### src/rtl/uart_pkg.sv
// Shared definitions for the memory-mapped UART transmitter: FSM states,
// register offsets and STATUS bit positions.
package uart_pkg;

    typedef enum logic [2:0] {
        ST_IDLE   = 3'd0,
        ST_START  = 3'd1,
        ST_DATA   = 3'd2,
        ST_PARITY = 3'd3,
        ST_STOP   = 3'd4
    } uart_state_e;

    localparam logic [31:0] TXDATA_OFF = 32'h0000_0000;
    localparam logic [31:0] STATUS_OFF = 32'h0000_0004;

    localparam int STAT_FULL      = 0;
    localparam int STAT_EMPTY     = 1;
    localparam int STAT_SHIFTING  = 2;
    localparam int STAT_OVERFLOW  = 3;
    localparam int STAT_PARITY    = 4;
    localparam int STAT_COUNT_LSB = 8;

    function automatic logic even_parity(input logic [7:0] b);
        return ^b;
    endfunction

endpackage

### src/rtl/sync_fifo.sv
// Single-clock FIFO with naturally wrapping pointers and a one-bit-wider count.
// Pushes are dropped when full, even if a pop happens in the same cycle.
module sync_fifo #(
    parameter int WIDTH = 8,
    parameter int DEPTH = 8
) (
    input  logic                     clk,
    input  logic                     rst,
    input  logic                     push,
    input  logic                     pop,
    input  logic [WIDTH-1:0]         din,
    output logic [WIDTH-1:0]         dout,
    output logic                     full,
    output logic                     empty,
    output logic [$clog2(DEPTH):0]   count
);

    localparam int AW = $clog2(DEPTH);

    logic [WIDTH-1:0] mem_q [DEPTH];
    logic [AW-1:0]    wr_ptr_q;
    logic [AW-1:0]    rd_ptr_q;
    logic [AW:0]      count_q;
    logic             do_push;
    logic             do_pop;

    assign full    = (count_q == (AW+1)'(DEPTH));
    assign empty   = (count_q == '0);
    assign do_push = push && !full;
    assign do_pop  = pop && !empty;
    assign dout    = mem_q[rd_ptr_q];
    assign count   = count_q;

    // NOTE: non-blocking assignments for all state, so every flop samples pre-edge values.
    always_ff @(posedge clk or posedge rst) begin
        if (rst) begin
            wr_ptr_q <= '0;
            rd_ptr_q <= '0;
            count_q  <= '0;
        end else begin
            if (do_push) wr_ptr_q <= wr_ptr_q + 1'b1;
            if (do_pop)  rd_ptr_q <= rd_ptr_q + 1'b1;
            count_q <= count_q + (AW+1)'(do_push) - (AW+1)'(do_pop);
        end
    end

    // NOTE: storage is not reset; the pointers and count alone define which entries are valid.
    always_ff @(posedge clk) begin
        if (do_push) mem_q[wr_ptr_q] <= din;
    end

endmodule

### src/rtl/mmio_uart_tx.sv
// Memory-mapped 8N1 UART transmitter on the core store path.
// Define MMIO_UART_PARITY_EN to insert an even-parity bit between data and stop.
module mmio_uart_tx
    import uart_pkg::*;
#(
    parameter int          CLK_DIV    = 868,
    parameter int          FIFO_DEPTH = 8,
    parameter logic [31:0] BASE_ADDR  = 32'h1000_0000
) (
    input  logic        clk,
    input  logic        rst,
    input  logic        we,
    input  logic [2:0]  func3,
    input  logic [31:0] address,
    input  logic [31:0] wdata,
    output logic        hit,
    output logic [31:0] rdata,
    output logic        tx,
    output logic        busy
);

    localparam int          CW          = $clog2(FIFO_DEPTH) + 1;
    localparam int          BW          = $clog2(CLK_DIV);
    localparam logic [BW-1:0] BAUD_LOAD = BW'(CLK_DIV - 1);
    localparam logic [31:0] TXDATA_ADDR = BASE_ADDR + TXDATA_OFF;
    localparam logic [31:0] STATUS_ADDR = BASE_ADDR + STATUS_OFF;

    logic          sel_txdata;
    logic          sel_status;
    logic          push;
    logic          pop;
    logic          fifo_full;
    logic          fifo_empty;
    logic [7:0]    fifo_dout;
    logic [CW-1:0] fifo_count;
    logic [CW-1:0] count_d;
    logic          frame_end;
    logic          busy_d;
    logic [31:0]   status;
    logic          unused_bits;

    uart_state_e   state_q;
    logic [BW-1:0] baud_q;
    logic [2:0]    bit_idx_q;
    logic [7:0]    shift_q;
    logic          tx_q;
    logic          busy_q;
    logic          overflow_q;
`ifdef MMIO_UART_PARITY_EN
    logic          parity_q;
`endif

    assign hit         = (address[31:3] == BASE_ADDR[31:3]);
    assign sel_txdata  = (address[31:2] == TXDATA_ADDR[31:2]);
    assign sel_status  = (address[31:2] == STATUS_ADDR[31:2]);
    assign push        = we && sel_txdata;
    assign pop         = (state_q == ST_IDLE) && !fifo_empty;
    assign unused_bits = ^{func3, address[1:0], wdata[31:8]};

    sync_fifo #(
        .WIDTH (8),
        .DEPTH (FIFO_DEPTH)
    ) u_fifo (
        .clk   (clk),
        .rst   (rst),
        .push  (push),
        .pop   (pop),
        .din   (wdata[7:0]),
        .dout  (fifo_dout),
        .full  (fifo_full),
        .empty (fifo_empty),
        .count (fifo_count)
    );

    // busy is registered, so it is built from the post-edge FIFO count and FSM state.
    assign count_d   = fifo_count + CW'(push && !fifo_full) - CW'(pop);
    assign frame_end = (state_q == ST_STOP) && (baud_q == '0);
    assign busy_d    = pop || ((state_q != ST_IDLE) && !frame_end) || (count_d != '0);

    // NOTE: every output of this block gets a default first, so no path infers a latch.
    always_comb begin
        status                            = '0;
        status[STAT_FULL]                 = fifo_full;
        status[STAT_EMPTY]                = fifo_empty;
        status[STAT_SHIFTING]             = (state_q != ST_IDLE);
        status[STAT_OVERFLOW]             = overflow_q;
`ifdef MMIO_UART_PARITY_EN
        status[STAT_PARITY]               = 1'b1;
`endif
        status[STAT_COUNT_LSB +: CW]      = fifo_count;
        rdata                             = sel_status ? status : 32'h0;
    end

    always_ff @(posedge clk or posedge rst) begin
        if (rst) begin
            overflow_q <= 1'b0;
        end else if (push && fifo_full) begin
            overflow_q <= 1'b1;
        end else if (we && sel_status && wdata[STAT_OVERFLOW]) begin
            overflow_q <= 1'b0;
        end
    end

    always_ff @(posedge clk or posedge rst) begin
        if (rst) begin
            state_q   <= ST_IDLE;
            baud_q    <= '0;
            bit_idx_q <= '0;
            shift_q   <= '0;
            tx_q      <= 1'b1;
            busy_q    <= 1'b0;
`ifdef MMIO_UART_PARITY_EN
            parity_q  <= 1'b0;
`endif
        end else begin
            busy_q <= busy_d;
            case (state_q)
                ST_IDLE: begin
                    if (pop) begin
                        shift_q   <= fifo_dout;
                        bit_idx_q <= '0;
                        baud_q    <= BAUD_LOAD;
                        tx_q      <= 1'b0;
                        state_q   <= ST_START;
`ifdef MMIO_UART_PARITY_EN
                        parity_q  <= even_parity(fifo_dout);
`endif
                    end
                end
                ST_START: begin
                    if (baud_q == '0) begin
                        baud_q  <= BAUD_LOAD;
                        tx_q    <= shift_q[0];
                        state_q <= ST_DATA;
                    end else begin
                        baud_q <= baud_q - 1'b1;
                    end
                end
                ST_DATA: begin
                    if (baud_q == '0) begin
                        baud_q    <= BAUD_LOAD;
                        shift_q   <= shift_q >> 1;
                        bit_idx_q <= bit_idx_q + 3'd1;
                        if (bit_idx_q == 3'd7) begin
`ifdef MMIO_UART_PARITY_EN
                            tx_q    <= parity_q;
                            state_q <= ST_PARITY;
`else
                            tx_q    <= 1'b1;
                            state_q <= ST_STOP;
`endif
                        end else begin
                            tx_q <= shift_q[1];
                        end
                    end else begin
                        baud_q <= baud_q - 1'b1;
                    end
                end
`ifdef MMIO_UART_PARITY_EN
                ST_PARITY: begin
                    if (baud_q == '0) begin
                        baud_q  <= BAUD_LOAD;
                        tx_q    <= 1'b1;
                        state_q <= ST_STOP;
                    end else begin
                        baud_q <= baud_q - 1'b1;
                    end
                end
`endif
                ST_STOP: begin
                    if (baud_q == '0) begin
                        tx_q    <= 1'b1;
                        state_q <= ST_IDLE;
                    end else begin
                        baud_q <= baud_q - 1'b1;
                    end
                end
                default: begin
                    tx_q    <= 1'b1;
                    state_q <= ST_IDLE;
                end
            endcase
        end
    end

    assign tx   = tx_q;
    assign busy = busy_q;

endmodule
### config.mk
export PLATFORM = sky130hd
export DESIGN_NAME = mmio_uart_tx
export DESIGN_NICKNAME = d
export VERILOG_FILES = /design/src/rtl/uart_pkg.sv /design/src/rtl/sync_fifo.sv /design/src/rtl/mmio_uart_tx.sv
export SDC_FILE = /design/constraint.sdc
export NUM_CORES = 1
export LEC_CHECK = 0
export CORE_MARGIN = 2
export CORE_UTILIZATION = 40
export CTS_CLUSTER_SIZE = 40
export DETAILED_ROUTE_END_ITERATION = 8
export PLACE_DENSITY = 0.73
export SLEW_MARGIN = 20
export SYNTH_ARGS = -nofsm -noshare
export SYNTH_HDL_FRONTEND = slang
export SYNTH_SLANG_ARGS = --single-unit
### constraint.sdc
create_clock -name clk -period 7.8 [get_ports clk]
set_clock_uncertainty 0.1 [all_clocks]
set_input_delay 1.56 -clock clk [delete_from_list [all_inputs] [get_ports clk]]
set_output_delay 1.56 -clock clk [all_outputs]
set_load 0.005 [all_outputs]
# Yosys cells after proc, flatten, opt, wreduce, memory -nomap -nowiden
# Memories as Yosys holds them, arrays and structs flattened.
# Index checks and enable logic that the tools add are counted.
# word_totals
mem_count	1
word_cells	86
in_bits	70
register_bits	37
mem_bits_rw	64
out_inout_bits	35
# classes
n_mux	27
reduce_logical	27
addsub	7
n_eq_ne	14
# memory_table
name	words	word_bits	rd	rd_ports_with_merged_regs	write_ports	line_no	text
u_fifo.mem_q	8	8	1	0	1	sync_fifo.sv:20	logic [WIDTH-1:0] mem_q [DEPTH];
# op_table
op	count
30-bit by 27-bit equality test with 1-bit output, second input constant	2
10-bit two-way mux	3
10-bit one-hot mux with 3 select lines	1
29-bit by 26-bit equality test with 1-bit output, second input constant	1
3-bit two-way mux	7
8-bit two-way mux	2
8-bit one-hot mux with 2 select lines	1
12-bit two-way mux	1
3-bit one-hot mux with 4 select lines	1
10-bit zero test	1
2-bit inequality test, second input constant	5
10-bit by 1-bit subtractor with 10-bit output, second input constant	1
3-bit by 1-bit adder with 3-bit output, second input constant	3
1-bit logical AND	9
1-bit two-way mux	9
4-bit by 1-bit subtractor with 4-bit output	2
3-bit equality test, second input constant	2
3-bit one-hot mux with 2 select lines	1
3-bit AND reduction	2
3-bit nonzero test	2
5-bit AND reduction	1
4-bit by 1-bit adder with 4-bit output	1
4-bit equality test, second input constant	1
4-bit zero test	1
other kinds (11)	15

# Logic depth before layout (Yosys ltp)
# Gate-level depths: netlist (run 1).
# depth
depth_word	7
depth_mapped	11
mapped_depth_nobuf	11

# Modules after synthesis
# Synthesis (run 1) repeated with hierarchy kept, for this count alone.
# unflattened
cells_unflattened	364
area_unflattened_um2	5077.4
# by_module_without_submodules
module	seq_area_each_um2	area_each_um2	cells_each	n_inst
sync_fifo	2172.1	3071.7	152	1
mmio_uart_tx	676.9	2005.7	212	1

# Worst setup path before layout (run 1)
# No wires, ideal clock.
# synth_path
path_kind	input to register
startpoint	input port address[5]
endpoint	register busy_q, in the netlist busy
n_path_buf	0
path_stages	10
path_slack_ps	3515
setup_time_ps	139
required_time_ps	7561
arrival_ps	4047
cell_sequence	nor4_1 > nand4_1 > nor4b_2 > ha_1 > ha_1 > nand3b_1 > xor2_1 > a21oi_1 > xnor2_1 > or4_1
# synth_via
elab_chain_cells	7
# synth_rtl
item	line_no	text
start, declared	mmio_uart_tx.sv:14	input logic [31:0] address,
30-bit by 27-bit equality test with 1-bit output	mmio_uart_tx.sv:54	assign sel_txdata = (address[31:2] == TXDATA_ADDR[31:2]);
1-bit logical AND	mmio_uart_tx.sv:56	assign push = we && sel_txdata;
1-bit logical AND	n/a	
net u_fifo.do_push	sync_fifo.sv:24	logic do_push;
4-bit by 1-bit adder with 4-bit output	mmio_uart_tx.sv:76	assign count_d = fifo_count + CW'(push && !fifo_full) - CW'(pop);
4-bit by 1-bit subtractor with 4-bit output	mmio_uart_tx.sv:76	
4-bit nonzero test	mmio_uart_tx.sv:78	assign busy_d = pop || ((state_q != ST_IDLE) && !frame_end) || (count_d != '0);
1-bit logical OR	mmio_uart_tx.sv:78	
net busy_d	mmio_uart_tx.sv:38	logic busy_d;
end signal, assigned	mmio_uart_tx.sv:116	busy_q <= busy_d;
end, declared	mmio_uart_tx.sv:47	logic busy_q;
# The timed path passes the listed nets, and every way through them passes these cells.
# A chain may end at the register's enable or synchronous reset.

# Worst setup path after layout (run 1)
# layout_path
startpoint	input port address[5]
endpoint	output port rdata[2]
# layout_via
elab_chain_cells	2
# layout_rtl
item	line_no	text
30-bit by 27-bit equality test with 1-bit output	mmio_uart_tx.sv:55	assign sel_status = (address[31:2] == STATUS_ADDR[31:2]);
12-bit two-way mux	mmio_uart_tx.sv:91	rdata = sel_status ? status : 32'h0;
end, declared	mmio_uart_tx.sv:17	output logic [31:0] rdata,
# Every way passes these cells.

==> results of run 1 <==
## worst register-to-register path, cell delays in order (launching register included)
cell	delay [ns]
dfrtp_1	0.41
nor4b_1	0.19
nor2_1	0.09
nor4b_2	0.60
ha_1	0.30
ha_1	0.26
nand3b_1	0.19
xor2_1	0.17
a21oi_1	0.17
xnor2_1	0.10
or4_1	0.51
## cell usage after synthesis (2+ instances only)
| library cell | count | area, µm² |
|---|---|---|
| edfxtp_1 | 64 | 1922 |
| dfrtp_1 | 36 | 900.9 |
| nand2_1 | 29 | 108.9 |
| o21ai_0 | 26 | 130.1 |
| buf_4 | 24 | 180.2 |
| nor2_1 | 24 | 90.09 |
| a21oi_1 | 18 | 90.09 |
| mux2_2 | 12 | 135.1 |
| a22oi_1 | 11 | 82.58 |
| inv_1 | 10 | 37.54 |
| clkbuf_1 | 9 | 33.78 |
| ha_1 | 9 | 112.6 |
| xnor2_1 | 8 | 70.07 |
| nor3_1 | 7 | 35.03 |
| nor4_1 | 7 | 43.79 |
| a221oi_1 | 6 | 52.55 |
| and3_1 | 6 | 37.54 |
| mux2i_1 | 6 | 60.06 |
| nand2b_1 | 6 | 37.54 |
| nor2b_1 | 6 | 37.54 |
| o22ai_1 | 6 | 37.54 |
| a31oi_1 | 4 | 25.02 |
| buf_2 | 4 | 20.02 |
| a211oi_1 | 3 | 22.52 |
| nand3b_1 | 3 | 22.52 |
| nor4b_1 | 3 | 26.28 |
| or4_1 | 3 | 22.52 |
| a21o_1 | 2 | 15.01 |
| a21oi_2 | 2 | 17.52 |
| buf_6 | 2 | 22.52 |
| mux4_2 | 2 | 45.04 |
| nand4_1 | 2 | 12.51 |
| nor3b_1 | 2 | 15.01 |
| o22a_1 | 2 | 17.52 |
| or2_2 | 2 | 12.51 |
| or3_1 | 2 | 12.51 |
| xor2_1 | 2 | 17.52 |
## registers in the layout, indices dropped and copies added, names as in the netlist, 3 cells and up
signal / count
u_fifo.rd_ptr_q: 3
u_fifo.mem_q: 64
u_fifo.count: 4
baud_q: 10
state_q: 3
bit_idx_q: 3
u_fifo.wr_ptr_q: 3
shift_q: 8
## per-layer routing
layer  vias to the layer above  part of all wire [%]  global-route usage, %
met5                         -                     0                      0
met3                        15                   3.9                  3.589
li1                       1510                     -                      -
met1                      1515                    44                  19.90
met4                         0                   1.7                  5.285
met2                        82                    50                  24.87
## report_power, final
group | leakage [nW] | switching, mW | internal, mW | total (mW)
registers | 1.09 | 0.0114 | 0.587 | 0.598
clock network | 0.134 | 0.191 | 0.218 | 0.409
logic | 0.882 | 0.0218 | 0.0255 | 0.0473
total | 2.11 | 0.224 | 0.831 | 1.06
## through the flow
stage,std cells,util [%]
floorplan,414,-
global placement,572,46.23
detailed placement,572,46.23
CTS,586,48.59
global route,586,48.59
finish,586,48.59
## cells in the final DEF (no fill, tap or decap), drive strengths merged, types with 7 or more instances in the layout
cell and n:
a22oi 11, nand2 29, o21ai 28, inv 13
dfrtp 36, edfxtp 64, a21oi 20, conb 24
nor2 24, nor3 8, nor4 7, ha 9
mux2 12, clkbuf 9, clkdlybuf4s50 51, xnor2 8
## worst max-delay path by stage
| stage | startpoint | end | slack [ns] |
|---|---|---|---|
| 2_1_floorplan | address[5] | busy$_DFF_PP0_ | 3.51 |
| 3_3_place_gp | address[5] | rdata[2] | 2.41 |
| 3_5_place_dp | address[5] | rdata[2] | 2.39 |
| 4_1_cts | address[5] | rdata[2] | 2.39 |
| 5_1_grt | address[9] | rdata[2] | 2.21 |
| 6_report | address[5] | rdata[2] | 2.38 |
## area by class of cell
cell class / count / area (µm²) / share of cell area, %
multi-input cells: 263 / 1718 / 30.70
clock buffers: 9 / 225.2 / 4.025
clock inverters: 5 / 46.29 / 0.8274
inverters: 10 / 37.54 / 0.6708
flip-flops and latches: 101 / 2849 / 50.92
repair buffers: 55 / 540.5 / 9.660
well taps: 143 / 178.9 / 3.198
## kinds of logic after synthesis
group | count (synthesis) | synth area share, %
muxes | 20 | 5.027
buffers and inverters | 50 | 6.232
and+or+nand+nor | 108 | 12.12
xor gates and xnor gates | 10 | 1.833
other | 1 | 0.07848
AOI/OAI and AO/OA | 92 | 12.73
adders and majority gates | 9 | 2.357
DFF | 101 | 59.62
==> results.cfg, run 1 <==
[placed_design]
pre_cts_slack_ns = 2.388
gp_congestion = 0.7810
portBuffers = 51
place_area_um2 = 5324
hpwlAfterDp_mm = 6.412

[logic_synthesis]
yosysSeqAreaShare_pct = 59.62
netlist_area_um2 = 4778
synth_edf_count = 64
avgSynthCellArea_um2 = 12.22
synthCells = 391
ys_warn_count = 0
ys_types = 58
async_flop_share_pct = 36.63
ys_seq_elements = 101
ys.flop_type = edfxtp_1

[setup_path]
cp_max_fo = 8
arrival_ns = 3.76
worst-path-stages = 7
cp_data_required_time_ns = 6.14
crit_slowest_cell = clkdlybuf4s50_1
critical_path_buf_inv_count = 2
ff2ff_setup_slack_ns = 4.59
slowest_delay_ns = 0.52
critPathLaunchType = input pin
path_delay_family = simple AND/OR/NAND/NOR gates
r2r_end = busy$_DFF_PP0_
path_class = input pin to primary output
reg2reg_depth = 10
cpMostUsedCell = clkdlybuf4s50_1
crit_path_end_kind = primary output
r2r-start = u_fifo.count[3]$_DFF_PP0_
path_cells = clkdlybuf4s50_1 > nor4_1 > nand4_1 > nor2_1 > and2_1 > nor2b_1 > clkdlybuf4s50_1

[grt]
overflow = 0
grtUsageTotal_pct = 15.18
antenna_found_initial = 0
grt_pass1_wl_mm = 15.18
grt_pass1_vias = 3001
grt_start_max_net_pins = 38

[clock_tree]
postCtsSetupBuffers = 0
postCtsHoldBufs = 0
clkSlewWorstSetupHoldPaths_ns = 0.06
ctsResizeCount = 0
numCtsBuffers = 9
htreeDepth = 3
cts_root_buf = clkbuf_16
clockBufferDepth = 2
clock_sinks = 101
cts_tree = done
clkLatencyLatePin_ns = 0.34

[drt]
wl_per_cell_um = 15.83
wl_mm = 9.278
vias = 3122
dr.pass1.iters = 4
ant_nets = 0
vias_per_cell = 5.328
dr.first_iter.drc_count = 204
drc_errors = 0

[sta]
setup_tns_ns = 0
fin_ws_ns = 2.382
setup_viol = 0
report.final.hold_viol_count = 0
hold_slack_ns = 0.3840
relSlewSlack_pct = 32.49
fin_crit_ns = 5.418
fmax_mhz = 184.6
post-route-period-util_pct = 69.46
tightest_slew_ns = 1.013
slew_violations = 0
rsz0062_at_grt = no

[layout]
n_antenna_cell = 0
drive_above_1_share_pct = 10.16
syn_to_final_growth_pct = 17.10
n_fill_cell = 989
final_nets = 519
final_area_um2 = 5595

[power_and_ir_drop]
power_mw = 1.055
power_leakage_nw = 2.105
ir_drop_v = 0.0001522
power_density_nw_per_um2 = 188.5

[hold_path]
hold_class = register to register
min_from = baud_q[9]$_DFFE_PP0P_
hold_path_end = baud_q[9]$_DFFE_PP0P_
holdPathStages = 1

[die]
ios = 105
coreArea_um2 = 11520
fp.dieH_um = 113.3
die-area_um2 = 12840
row_count = 39
initial_core_util_pct = 41.49
die_w_um = 113.3

[run]
maxCapViolCount = 0

[run_status]
status = completed
Power figures use the tool's default switching activity.
==> run 2, diff against run 1 <==
==> constraint.sdc (replaced) <==
create_clock -name clk -period 5.6 [get_ports clk]
set_clock_uncertainty 0.1 [all_clocks]
set_input_delay 1.12 -clock clk [delete_from_list [all_inputs] [get_ports clk]]
set_output_delay 1.12 -clock clk [all_outputs]
set_load 0.005 [all_outputs]
==> run 2 against run 1 <==
- worst hold slack better by 0.0069 ns
- critical path depth unchanged
- cell area increased by 0.80%
- total power rose by 46%
- die area stayed put
- non-clock buffer count stayed put
- count of clock-buffer cells in the layout stayed put
- sequential share of layout area shrank 0.41 points
- sequential cell count is the same
- sequential power rose by 39%
- critical endpoint unchanged
- largest power group unchanged
- highest routed layer unchanged
==> results.cfg, run 2 (synthesized netlist as in run 1, its figures left out) <==
[run_status]
status = completed

[layout]
utilization_pct = 48.98
final_cell_mix = edfxtp_1 (64), clkdlybuf4s50_1 (51), dfrtp_1 (36)
layout_commonest_cell = edfxtp_1
syn_to_final_growth_pct = 18.04
largestRegisters = u_fifo.mem_q: 64 flops, baud_q: 10 flops, shift_q: 8 flops
n_fill_cell = 1006
largest_register = u_fifo.mem_q
drive_above_1_share_pct = 10.56
final_nets = 519
largest_reg_flops = 64
n_antenna_cell = 0

[die]
initial_core_util_pct = 41.49
row_count = 39
die-area_um2 = 12840
die_w_um = 113.3
coreArea_um2 = 11520
ios = 105
fp.dieH_um = 113.3

[sta]
fin_ws_ns = 1.044
relSlewSlack_pct = 32.65
setup_tns_ns = 0
fmax_mhz = 219.5
report.final.hold_viol_count = 0
post-route-period-util_pct = 81.36
slew_violations = 0
tightest_slew_ns = 1.006
fin_crit_ns = 4.556
rsz0062_at_grt = no
setup_viol = 0

[setup_path]
arrival_ns = 3.34
r2r_end = busy$_DFF_PP0_
cp_data_required_time_ns = 4.38
crit_path_end_kind = primary output
r2r-start = u_fifo.count[3]$_DFF_PP0_
cp_max_fo = 8
path_class = input pin to primary output
reg2reg_depth = 10
ff2ff_setup_slack_ns = 2.38
critPathLaunchType = input pin

[grt]
grt_pass1_vias = 3120
grtUsageTotal_pct = 15.08
antenna_found_initial = 0
overflow = 0
grt_pass1_wl_mm = 15.25
grt_start_max_net_pins = 38

[clock_tree]
clockBufferDepth = 2
numCtsBuffers = 9
htreeDepth = 3
clkSlewWorstSetupHoldPaths_ns = 0.07
clkLatencyLatePin_ns = 0.34
ctsResizeCount = 0
clock_sinks = 101
cts_tree = done
cts_root_buf = clkbuf_16
postCtsHoldBufs = 0
postCtsSetupBuffers = 0

[drt]
ant_nets = 0
wl_per_cell_um = 15.81
drc_errors = 0
dr.first_iter.drc_count = 228
wl_mm = 9.295
dr.pass1.iters = 4
vias = 3154
vias_per_cell = 5.364

[placed_design]
pre_cts_slack_ns = 0.8748
gp_congestion = 0.7881
hpwlAfterDp_mm = 6.349
portBuffers = 51

[hold_path]
hold_path_end = bit_idx_q[1]$_DFFE_PP0P_
min_from = bit_idx_q[1]$_DFFE_PP0P_
hold_class = register to register
holdPathStages = 2

[power_and_ir_drop]
power_density_nw_per_um2 = 273.1
ir_drop_v = 0.0001941
power_leakage_nw = 2.127

[run]
maxCapViolCount = 0
run 2: routing by layer:
metal,global-route usage (%),up-vias,part of all wire [%]
li1,-,1511,-
met1,18.38,1552,42
met2,25.99,75,52
met3,4.178,16,3.8
met4,4.878,0,1.7
met5,0,-,0
run 2: report_power, final:
part           switching (mW)  total, mW  internal (mW)
Clock                   0.284      0.642          0.358
Sequential             0.0149      0.832          0.817
Combinational          0.0301     0.0656         0.0355
Total                   0.329       1.54           1.21
run 2: how the worst max path moves through the flow:
stage,start,to,slack (ns),depth (start not counted)
final,address[5],rdata[2],1.04,7
after global routing,address[9],rdata[2],0.87,7
after CTS,address[5],rdata[2],1.09,7
after detailed placement,address[5],busy$_DFF_PP0_,0.87,11
after global placement,address[5],busy$_DFF_PP0_,0.99,11
after floorplan,address[5],busy$_DFF_PP0_,1.75,10
run 2: metrics by stage:
step | cells | hold slack (ns) | power, mW | area (µm²)
floorplan | 414 | 0.3446 | 0.8826 | 4865
global placement | 572 | 0.3610 | 0.9109 | 5324
detailed placement | 572 | 0.3795 | 0.9147 | 5324
CTS | 588 | 0.3957 | 1.550 | 5640
global route | 588 | 0.4278 | 1.595 | 5640
finish | 588 | 0.3909 | 1.540 | 5640
run 2: critical path: stages:
cell             delay, ns
clkdlybuf4s50_1       0.39
nor4_1                0.30
nand4_1               0.24
nor2_1                0.40
and2_1                0.22
nor2b_1               0.16
clkdlybuf4s50_1       0.51
run 2: cell type report:
class                   count  area, µm²  area share (%)
flip-flops and latches    101       2849           50.51
multi-input cells         263       1718           30.46
repair buffers             55      540.5           9.583
clock inverters             7      91.34           1.619
inverters                  10      37.54          0.6655
clock buffers               9      225.2           3.993
well taps                 143      178.9           3.172
==> run 3, diff against run 2 <==
--- a/config.mk
+++ b/config.mk
@@ -9,7 +9,7 @@
 export CORE_UTILIZATION = 40
 export CTS_CLUSTER_SIZE = 40
 export DETAILED_ROUTE_END_ITERATION = 8
-export PLACE_DENSITY = 0.73
+export PLACE_DENSITY = 0.75
 export SLEW_MARGIN = 20
 export SYNTH_ARGS = -nofsm -noshare
 export SYNTH_HDL_FRONTEND = slang
==> constraint.sdc (replaced) <==
create_clock -name clk -period 3.7 [get_ports clk]
set_clock_uncertainty 0.1 [all_clocks]
set_input_delay 0.74 -clock clk [delete_from_list [all_inputs] [get_ports clk]]
set_output_delay 0.74 -clock clk [all_outputs]
set_load 0.005 [all_outputs]
==> run 3 against run 2 <==
- worst hold slack better by 0.0065 ns
- largest power group unchanged
- largest cell class unchanged
- combinational power up 59%
- highest routed layer unchanged
- total power up 49%
==> results.cfg, run 3 (synthesized netlist as in run 1, its figures left out) <==
[die]
fp.dieH_um = 113.3
row_count = 39
die-area_um2 = 12840
initial_core_util_pct = 41.49
coreArea_um2 = 11520
ios = 105
die_w_um = 113.3

[grt]
grt_pass1_vias = 3198
grtUsageTotal_pct = 14.96
overflow = 0
grt_pass1_wl_mm = 15.17
antenna_found_initial = 0
grt_start_max_net_pins = 38

[placed_design]
hpwlAfterDp_mm = 6.376
gp_congestion = 0.7889
pre_cts_slack_ns = -0.2096
portBuffers = 51
place_area_um2 = 5421
dp.cells = 585

[clock_tree]
htreeDepth = 3
numCtsBuffers = 9
clock_sinks = 101
cts_tree = done
clkLatencyLatePin_ns = 0.34
postCtsHoldBufs = 0
postCtsSetupBuffers = 0
clockBufferDepth = 2
clkSlewWorstSetupHoldPaths_ns = 0.07
cts_root_buf = clkbuf_16

[drt]
dr.first_iter.drc_count = 119
wl_mm = 9.129
drc_errors = 0
vias_per_cell = 5.265
ant_nets = 0
wl_per_cell_um = 15.19
dr.pass1.iters = 4
vias = 3164

[layout]
final_area_um2 = 5749
n_antenna_cell = 0
largestRegisters = u_fifo.mem_q: 64 flops, baud_q: 10 flops, shift_q: 8 flops
final_nets = 532
n_fill_cell = 976
syn_to_final_growth_pct = 20.32
layout_commonest_cell = edfxtp_1
instances_no_fill = 601
final_cell_mix = edfxtp_1 (64), clkdlybuf4s50_1 (50), dfrtp_1 (36)
largest_reg_flops = 64
drive_above_1_share_pct = 13.54
largest_register = u_fifo.mem_q

[run]
maxCapViolCount = 0

[run_status]
status = completed

[power_and_ir_drop]
power_density_nw_per_um2 = 400.1
ir_drop_v = 0.0003336
power_leakage_nw = 2.200
power_mw = 2.300

[sta]
slew_violations = 0
fin_ws_ns = 0.1229
setup_tns_ns = 0
setup_viol = 0
report.final.hold_viol_count = 0
relSlewSlack_pct = 34.01
rsz0062_at_grt = yes
post-route-period-util_pct = 96.68
fin_crit_ns = 3.577
fmax_mhz = 279.6
tightest_slew_ns = 0.9899

[setup_path]
arrival_ns = 2.74
crit_path_end_kind = primary output
cp_data_required_time_ns = 2.86
cp_max_fo = 6
critPathLaunchType = input pin
path_class = input pin to primary output

[hold_path]
hold_class = register to register
-- run 3: cell types whose count changed in the layout (fill, tap and decap cells not counted), moves of 2 or more --
cell      delta
nor4_2       +3
clkbuf_1     +2
nor4_1       -3
buf_4       +13
-- run 3: per-layer routing --
layer	track usage [%]	vias to the layer above	part of all wire [%]
li1	-	1542	-
met1	17.87	1537	42
met2	26.67	74	53
met3	4.231	11	3.9
met4	3.740	0	1.2
met5	0	-	0
-- run 3: what timing repair did --
| item | 4_1_cts | 5_1_grt |
|---|---|---|
| endpoints found under the setup margin | 4 | 9 |
| pin swaps | 0 | 2 |
| gates resized for setup | 1 | 5 |
-- run 3: path summary, 6_finish.rpt --
path | slack, ns | cells past startpoint | start | end
max in group asynchronous | 2.42 | 3 | rst | tx$_DFFE_PP1P_
worst min-delay path | 0.40 | 2 | shift_q[0]$_DFFE_PP0P_ | shift_q[0]$_DFFE_PP0P_
worst max-delay path | 0.12 | 8 | address[9] | rdata[2]
worst min register to register | 0.40 | 2 | shift_q[0]$_DFFE_PP0P_ | shift_q[0]$_DFFE_PP0P_
min in group asynchronous | 0.71 | 3 | rst | u_fifo.wr_ptr_q[2]$_DFFE_PP0P_
worst max register to register | 0.60 | 10 | u_fifo.count[2]$_DFF_PP0_ | busy$_DFF_PP0_
-- run 3: report_power, final --
part / internal (mW) / switching (mW)
Sequential: 1.24 / 0.0255
Clock: 0.534 / 0.399
Combinational: 0.0554 / 0.0488
-- run 3: metrics by stage --
| step | util (%) | hold WS [ns] |
|---|---|---|
| after floorplan | - | 0.3446 |
| after global placement | 47.08 | 0.3658 |
| after detailed placement | 47.08 | 0.3755 |
| after CTS | 49.70 | 0.3909 |
| after global routing | 49.92 | 0.4167 |
| final | 49.92 | 0.3974 |
-- run 3: layout make-up --
type | count | area (µm²) | area share (%)
flip-flops and latches | 101 | 2849 | 49.55
multi-input cells | 263 | 1744 | 30.34
repair buffers | 68 | 640.6 | 11.14
clock buffers | 11 | 232.7 | 4.048
well taps | 143 | 178.9 | 3.112
clock inverters | 5 | 66.31 | 1.153
inverters | 10 | 37.54 | 0.6529
-- run 3: critical path, cell delays in order --
cell	delay, ns
clkdlybuf4s50_1	0.43
nor4_2	0.29
nand4_1	0.17
buf_4	0.19
nor2_4	0.14
and2_1	0.15
nor2b_1	0.13
clkdlybuf4s50_1	0.51
